[src/rtl/serial_add_sequencer_pkg.sv]
// Shared definitions for the bit-serial add/subtract sequencer.
package serial_add_sequencer_pkg;

    localparam int DEFAULT_N = 8;

    typedef enum logic [1:0] {
        ST_IDLE = 2'd0,
        ST_RUN  = 2'd1,
        ST_DONE = 2'd2
    } state_e;

endpackage

[src/rtl/serial_add_sequencer_if.sv]
// Request/result bundle between a control unit (master) and the sequencer (slave).
interface serial_add_sequencer_if #(
    parameter int N = serial_add_sequencer_pkg::DEFAULT_N
);
    logic         start;
    logic         sub;
    logic [N-1:0] a;
    logic [N-1:0] b;
    logic         busy;
    logic         done;
    logic [N-1:0] sum;
    logic         cout;
    logic         ovf;

    modport master (
        output start, sub, a, b,
        input  busy, done, sum, cout, ovf
    );

    modport slave (
        input  start, sub, a, b,
        output busy, done, sum, cout, ovf
    );
endinterface

[src/rtl/serial_add_sequencer_fa.sv]
// The shared 1-bit full-adder cell that the sequencer time-multiplexes.
module serial_add_sequencer_fa (
    input  logic A,
    input  logic B,
    input  logic Cin,
    output logic S,
    output logic Cout
);
    assign S    = A ^ B ^ Cin;
    assign Cout = (A & B) | (Cin & (A ^ B));
endmodule

[src/rtl/serial_add_sequencer.sv]
// N-bit add/subtract computed LSB-first through one full-adder cell, one bit per clock.
module serial_add_sequencer
    import serial_add_sequencer_pkg::*;
#(
    parameter int N  = DEFAULT_N,
    parameter int CW = $clog2(N)
) (
    input  logic                  clk,
    input  logic                  rst,
    serial_add_sequencer_if.slave req_if
);

    state_e        state_q, state_d;
    logic [CW-1:0] cnt_q,   cnt_d;
    logic [N-1:0]  a_sh_q,  a_sh_d;
    logic [N-1:0]  b_sh_q,  b_sh_d;
    logic [N-1:0]  res_q,   res_d;
    logic          c_q,     c_d;
    logic          cmsb_q,  cmsb_d;
    logic          cout_q,  cout_d;
    logic          ovf_q,   ovf_d;

    logic          fa_s;
    logic          fa_co;

    serial_add_sequencer_fa u_fa (
        .A    (a_sh_q[0]),
        .B    (b_sh_q[0]),
        .Cin  (c_q),
        .S    (fa_s),
        .Cout (fa_co)
    );

    always_comb begin
        // NOTE: every variable gets its hold value first so no path leaves it unassigned (no latch).
        state_d = state_q;
        cnt_d   = cnt_q;
        a_sh_d  = a_sh_q;
        b_sh_d  = b_sh_q;
        res_d   = res_q;
        c_d     = c_q;
        cmsb_d  = cmsb_q;
        cout_d  = cout_q;
        ovf_d   = ovf_q;

        case (state_q)
            ST_IDLE: begin
                if (req_if.start) begin
                    // Subtract is A + ~B + 1: invert B here, the +1 enters as the initial carry.
                    a_sh_d  = req_if.a;
                    b_sh_d  = req_if.sub ? ~req_if.b : req_if.b;
                    c_d     = req_if.sub;
                    cnt_d   = '0;
                    state_d = ST_RUN;
                end
            end
            ST_RUN: begin
                a_sh_d = a_sh_q >> 1;
                b_sh_d = b_sh_q >> 1;
                res_d  = {fa_s, res_q[N-1:1]};
                c_d    = fa_co;
                if (cnt_q == CW'(N - 2)) begin
                    cmsb_d = fa_co;
                end
                if (cnt_q == CW'(N - 1)) begin
                    cout_d  = fa_co;
                    ovf_d   = cmsb_q ^ fa_co;
                    state_d = ST_DONE;
                end else begin
                    cnt_d = cnt_q + 1'b1;
                end
            end
            ST_DONE: state_d = ST_IDLE;
            default: state_d = ST_IDLE;
        endcase
    end

    // NOTE: state registers use non-blocking assignments so all flops update together on the edge.
    always_ff @(posedge clk or posedge rst) begin
        if (rst) begin
            state_q <= ST_IDLE;
            cnt_q   <= '0;
            a_sh_q  <= '0;
            b_sh_q  <= '0;
            res_q   <= '0;
            c_q     <= 1'b0;
            cmsb_q  <= 1'b0;
            cout_q  <= 1'b0;
            ovf_q   <= 1'b0;
        end else begin
            state_q <= state_d;
            cnt_q   <= cnt_d;
            a_sh_q  <= a_sh_d;
            b_sh_q  <= b_sh_d;
            res_q   <= res_d;
            c_q     <= c_d;
            cmsb_q  <= cmsb_d;
            cout_q  <= cout_d;
            ovf_q   <= ovf_d;
        end
    end

    // Status flags are pure decodes of the state register, so no input reaches an output.
    assign req_if.busy = (state_q == ST_RUN);
    assign req_if.done = (state_q == ST_DONE);
    assign req_if.sum  = res_q;
    assign req_if.cout = cout_q;
    assign req_if.ovf  = ovf_q;

endmodule

[src/flat_wrapper.sv]
// flat-port wrapper written by rule: the top's interface ports become plain ports
module serial_add_sequencer_flat import serial_add_sequencer_pkg::*;
#(
    parameter int N  = DEFAULT_N,
    parameter int CW = $clog2(N)
)
  (clk, rst, req_if_start, req_if_sub, req_if_a, req_if_b, req_if_busy, req_if_done, req_if_sum, req_if_cout, req_if_ovf);
  serial_add_sequencer_if #(.N(N)) req_if_i ();
  input  logic clk;
  input  logic rst;
  input wire logic [$bits(req_if_i.start)-1:0] req_if_start;
  input wire logic [$bits(req_if_i.sub)-1:0] req_if_sub;
  input wire logic [$bits(req_if_i.a)-1:0] req_if_a;
  input wire logic [$bits(req_if_i.b)-1:0] req_if_b;
  output wire logic [$bits(req_if_i.busy)-1:0] req_if_busy;
  output wire logic [$bits(req_if_i.done)-1:0] req_if_done;
  output wire logic [$bits(req_if_i.sum)-1:0] req_if_sum;
  output wire logic [$bits(req_if_i.cout)-1:0] req_if_cout;
  output wire logic [$bits(req_if_i.ovf)-1:0] req_if_ovf;
  assign req_if_i.start = req_if_start;
  assign req_if_i.sub = req_if_sub;
  assign req_if_i.a = req_if_a;
  assign req_if_i.b = req_if_b;
  assign req_if_busy = req_if_i.busy;
  assign req_if_done = req_if_i.done;
  assign req_if_sum = req_if_i.sum;
  assign req_if_cout = req_if_i.cout;
  assign req_if_ovf = req_if_i.ovf;
  serial_add_sequencer #(.N(N), .CW(CW)) u_core (.clk(clk), .rst(rst), .req_if(req_if_i));
endmodule
[config.mk]
export PLATFORM = sky130hd
export DESIGN_NAME = serial_add_sequencer_flat
export DESIGN_NICKNAME = d
export VERILOG_FILES = /design/src/rtl/serial_add_sequencer_pkg.sv /design/src/rtl/serial_add_sequencer_if.sv /design/src/rtl/serial_add_sequencer_fa.sv /design/src/rtl/serial_add_sequencer.sv /design/src/flat_wrapper.sv
export SDC_FILE = /design/constraint.sdc
export NUM_CORES = 1
export LEC_CHECK = 0
export CELL_PAD_IN_SITES_DETAIL_PLACEMENT = 2
export CELL_PAD_IN_SITES_GLOBAL_PLACEMENT = 2
export CORE_UTILIZATION = 33
export CTS_CLUSTER_SIZE = 20
export DETAILED_ROUTE_END_ITERATION = 10
export GPL_TIMING_DRIVEN = 0
export PLACE_DENSITY = 0.8
export SLEW_MARGIN = 40
export SYNTH_ARGS = -nofsm -noshare
export SYNTH_HDL_FRONTEND = slang
export SYNTH_SLANG_ARGS = --single-unit
[constraint.sdc]
create_clock -name clk -period 1.9 [get_ports clk]
set_input_delay 0.57 -clock clk [delete_from_list [all_inputs] [get_ports clk]]
set_output_delay 0.57 -clock clk [all_outputs]
set_load 0.05 [all_outputs]
==> impl_results.md, run 1 <==
- Max-slew violations: 0
- Core Box Area: between 4000 and 5000 µm²
- Largest family of logic cells by synthesized area: compound AO/OA/AOI/OAI gates
- Worst slew pin tran: ~0.72 ns
- Number of vias in the routed layout: about 1,300
- Adder-Cell Fraction of Synth Area: 3.443%
- Total Routing Usage GR: between 10% and 20%
- Cell internal pwr: just under 2 mW
- P per Cell Area: between 1500 and 2000 nW/µm²
- CP max stage cell: dfrtp_2
- Num rows: 25
- Clock skew: between 0.009 and 0.01 ns
- Max Cap Violations: 0
- Mapped Avg Cell Area: between 10 and 15 µm²
- Initial antenna violation count: 0
- Finished Layout Cells: 259
- Hold Crit Start: u_core.req_if.cout
- Highest net fanout along the worst path: 10
- Worst EP arrival: around 1.3 ns
- Area Overhead vs Synth: 29.72%
- Logic pwr share: a little under half
- Proportion of netlist area held by the largest area contributor: roughly half
- Skew-Pair Late Insertion Delay: between 0.2 and 0.3 ns
- PortBufs: 30
- Clock power share: between 10% and 20%
- Final Setup Violations: 0
- FMAX: approximately 0.54 GHz
- ANT nets after route: 0
- 1st-iter DRT viols: 63
- Mapped Cells: 152
- Clock H-tree levels: 2
- Crit start category: flip-flop
- # IOs: 32
- Sink Count: 33
- Die Area: between 5000 and 6000 µm²
- Peak supply drop: approximately 0.00053 V
- DP HPWL: approximately 3.2 mm
- Most frequent CP cell: buf_4
- Unrepaired setup endpoints after global routing: no
- Required time worst endpoint: about 1.3 ns
- Die X: roughly 73 µm
- Synth Warn #: 0
- Synth Area in XOR/XNOR: under 10%
- CTS tree: built
- Post-synthesis cell type count: 28
- GR Util met2: 34.26%
- Routed WL: around 4.6 mm
- Hold Slack: between 0.4 and 0.5 ns
- Fin crit share: a little over nine tenths
- CP peak stage delay: 0.45 ns
- Pre-antenna DRT Iters: 4
- Initial core utilization: between 30% and 40%
- First-pass GRT wire length: 7.555 mm
- Yosys reg bits: 33
- WL/cell: approximately 18 µm
- CTS Root Cell: clkbuf_8
- Diode count: 0
- Leak: about 0.95 nW
- Cts bufs inserted: 5
- Met1 Track Usage GR: 23.69%
- Sequential-to-total area share from yosys stat: just under 50%
- R2r startpoint: u_core.state_q[1]
- Hold Buf Count CTS: 0
- Synth Cell Area: approximately 1700 µm²
- Hold crit path type: reg -> reg
- CP cell instances: buf_4 -> nor2b_2 -> buf_4
- Layout cell share with drive strength beyond 1: between 10% and 20%
- Clk slew on worst S/H paths: approximately 0.06 ns
- Compound-cell area share of the yosys netlist: between 20% and 30%
- Flop pwr share: between 30% and 40%
- Simple-Gate Fraction of Synth Area: under 10%
- Total gr overflow: 0
- R2R setup slack: around 0.26 ns
- R2R depth: 5
- Die height: around 73 µm
- Mux cell area share after synthesis: roughly 8.0%
- Number of global-route vias before repair: 1,486
- CTS Buffer Depth: 2
- Drc violations: 0
- Largest area contributor in the synthesized netlist: dfrtp_1
- Slew margin rel.: around 52%
- DP Cell Count: ~250
- Reg-to-reg endpoint: u_core.req_if.sum[7]
- Routed vias/inst: between 5 and 6
- Routability congestion estimate: approximately 0.68
- Critical path type: reg -> out
- Largest net degree at the start of global routing: 34
- Final Hold Fails: 0
- Switching share of total power: 42.51%
- Crit path time final: 1.854 ns
- GRT met3 Usage: under 10%
- Crit path capture type: output port
- Switching power: between 1 and 1.5 mW
- Hold depth: 1
- Busiest layer in global routing: met2
- Syn Nets: about 180
- NumNets Final: around 220
- Status: finished, final reports clean
- Hold Path End: u_core.req_if.cout
- Top cells by area, synth: dfrtp_1, mux2_2, nor2b_1
## stage by stage
step | area (µm²) | util [%] | TNS (ns) | power [mW] | worst slack, ns
after floorplan | 1674 | - | 0 | 2.352 | 0.1386
after global placement | 2058 | 43.01 | -8.576 | 2.795 | -0.5336
after detailed placement | 2058 | 43.01 | -3.540 | 2.919 | -0.5762
after CTS | 2168 | 45.31 | 0 | 3.488 | 0.01526
after global routing | 2168 | 45.31 | 0 | 3.671 | 0.01588
final | 2168 | 45.31 | 0 | 3.453 | 0.04591
## metal layers
metal	routed length [µm]	up-vias
met5	0	-
met4	64	0
met3	222	7
met2	2394	29
met1	1918	683
li1	-	620
## cells in the mapped netlist (all sizes together)
library cell  number
dfrtp             33
nor2b             13
a21oi             12
mux2              11
o21ai             10
a22oi              9
buf                9
inv                9
xnor2              8
a221o              6
o32ai              6
a22o               4
nand2              4
clkbuf             3
ha                 3
nor2               3
and2               1
fa                 1
mux2i              1
nand3              1
o211ai             1
o31ai              1
or2                1
or3b               1
xor2               1
## worst max-delay path, delay by kind of cell, from the launching register on
family | cells | cell delay, ns
and+or+nand+nor | 1 | 0.16
buffers and inverters | 2 | 0.39
DFF | 1 | 0.45
## placed cells by master (no fill, tap or decap), types with 3 or more instances in the layout
| cell | n |
|---|---|
| clkbuf_8 | 7 |
| buf_4 | 6 |
| buf_2 | 6 |
| o21ai_0 | 10 |
| dfrtp_1 | 32 |
| xnor2_1 | 8 |
| a21oi_1 | 12 |
| mux2_2 | 9 |
| clkdlybuf4s50_1 | 18 |
| ha_1 | 3 |
| nor2_1 | 3 |
| o32ai_1 | 6 |
| dlygate4sd2_1 | 10 |
| a22oi_1 | 9 |
| a221o_1 | 6 |
| a22o_1 | 4 |
| nand2_1 | 4 |
| nor2b_1 | 12 |
| inv_1 | 8 |
## state kept, by name, summed over array words and instances, names as in the netlist
register / flops
u_core.b_sh_q: 8
u_core.state_q: 2
u_core.cnt_q: 3
u_core.c_q: 1
u_core.cmsb_q: 1
u_core.req_if.cout: 1
u_core.req_if.ovf: 1
u_core.req_if.sum: 8
u_core.a_sh_q: 8
## kinds of logic (layout without fill, tap and decap cells)
family,count (synthesis),after routing
mux,12,12
flops,33,33
xor+xnor,9,9
fa+ha+maj,4,4
simple gates,24,24
buf+inv,21,61
compound gates,49,49
## cell type report
type / instances / area (µm²)
buffer: 11 / 67.56
clock buffer: 7 / 96.34
clock inverter: 1 / 5.005
fill: 510 / 2618
inverter: 9 / 33.78
multi-input combinational: 98 / 749.5
sequential: 33 / 827.0
tap: 67 / 83.83
timing repair buffer: 33 / 305.3
## power groups by stage
stage	clock, mW	sequential [mW]	combinational, mW
2_1_floorplan	0	1.52	0.827
3_3_place_gp	0	1.19	1.60
3_5_place_dp	0	1.23	1.69
4_1_cts	0.607	1.21	1.67
5_1_grt	0.632	1.25	1.79
6_report	0.589	1.21	1.65
## worst max-delay path by stage
stage	startpoint	endpoint	slack, ns	cells past startpoint
2_1_floorplan	u_core.state_q[1]	req_if_done	0.14	2
3_3_place_gp	u_core.state_q[1]	req_if_done	-0.53	3
3_5_place_dp	u_core.state_q[1]	req_if_done	-0.58	3
4_1_cts	u_core.state_q[1]	req_if_done	0.02	3
5_1_grt	u_core.state_q[1]	req_if_done	0.02	3
6_report	u_core.state_q[1]	req_if_done	0.05	3
## what timing repair did
item / in CTS / in global routing
setup endpoints to repair: 12 / 1
gates resized for setup: 26 / 1
setup buffers: 3 / 0
Power figures use the tool's default switching activity.
==> inputs of run 2 (changes only) <==
--- a/config.mk
+++ b/config.mk
@@ -12,7 +12,7 @@
 export DETAILED_ROUTE_END_ITERATION = 10
 export GPL_TIMING_DRIVEN = 0
 export PLACE_DENSITY = 0.8
-export SLEW_MARGIN = 40
+export SLEW_MARGIN = 20
 export SYNTH_ARGS = -nofsm -noshare
 export SYNTH_HDL_FRONTEND = slang
 export SYNTH_SLANG_ARGS = --single-unit
==> results of run 2 <==
Same layout as run 1: the final DEF is identical, and so are final timing and power.
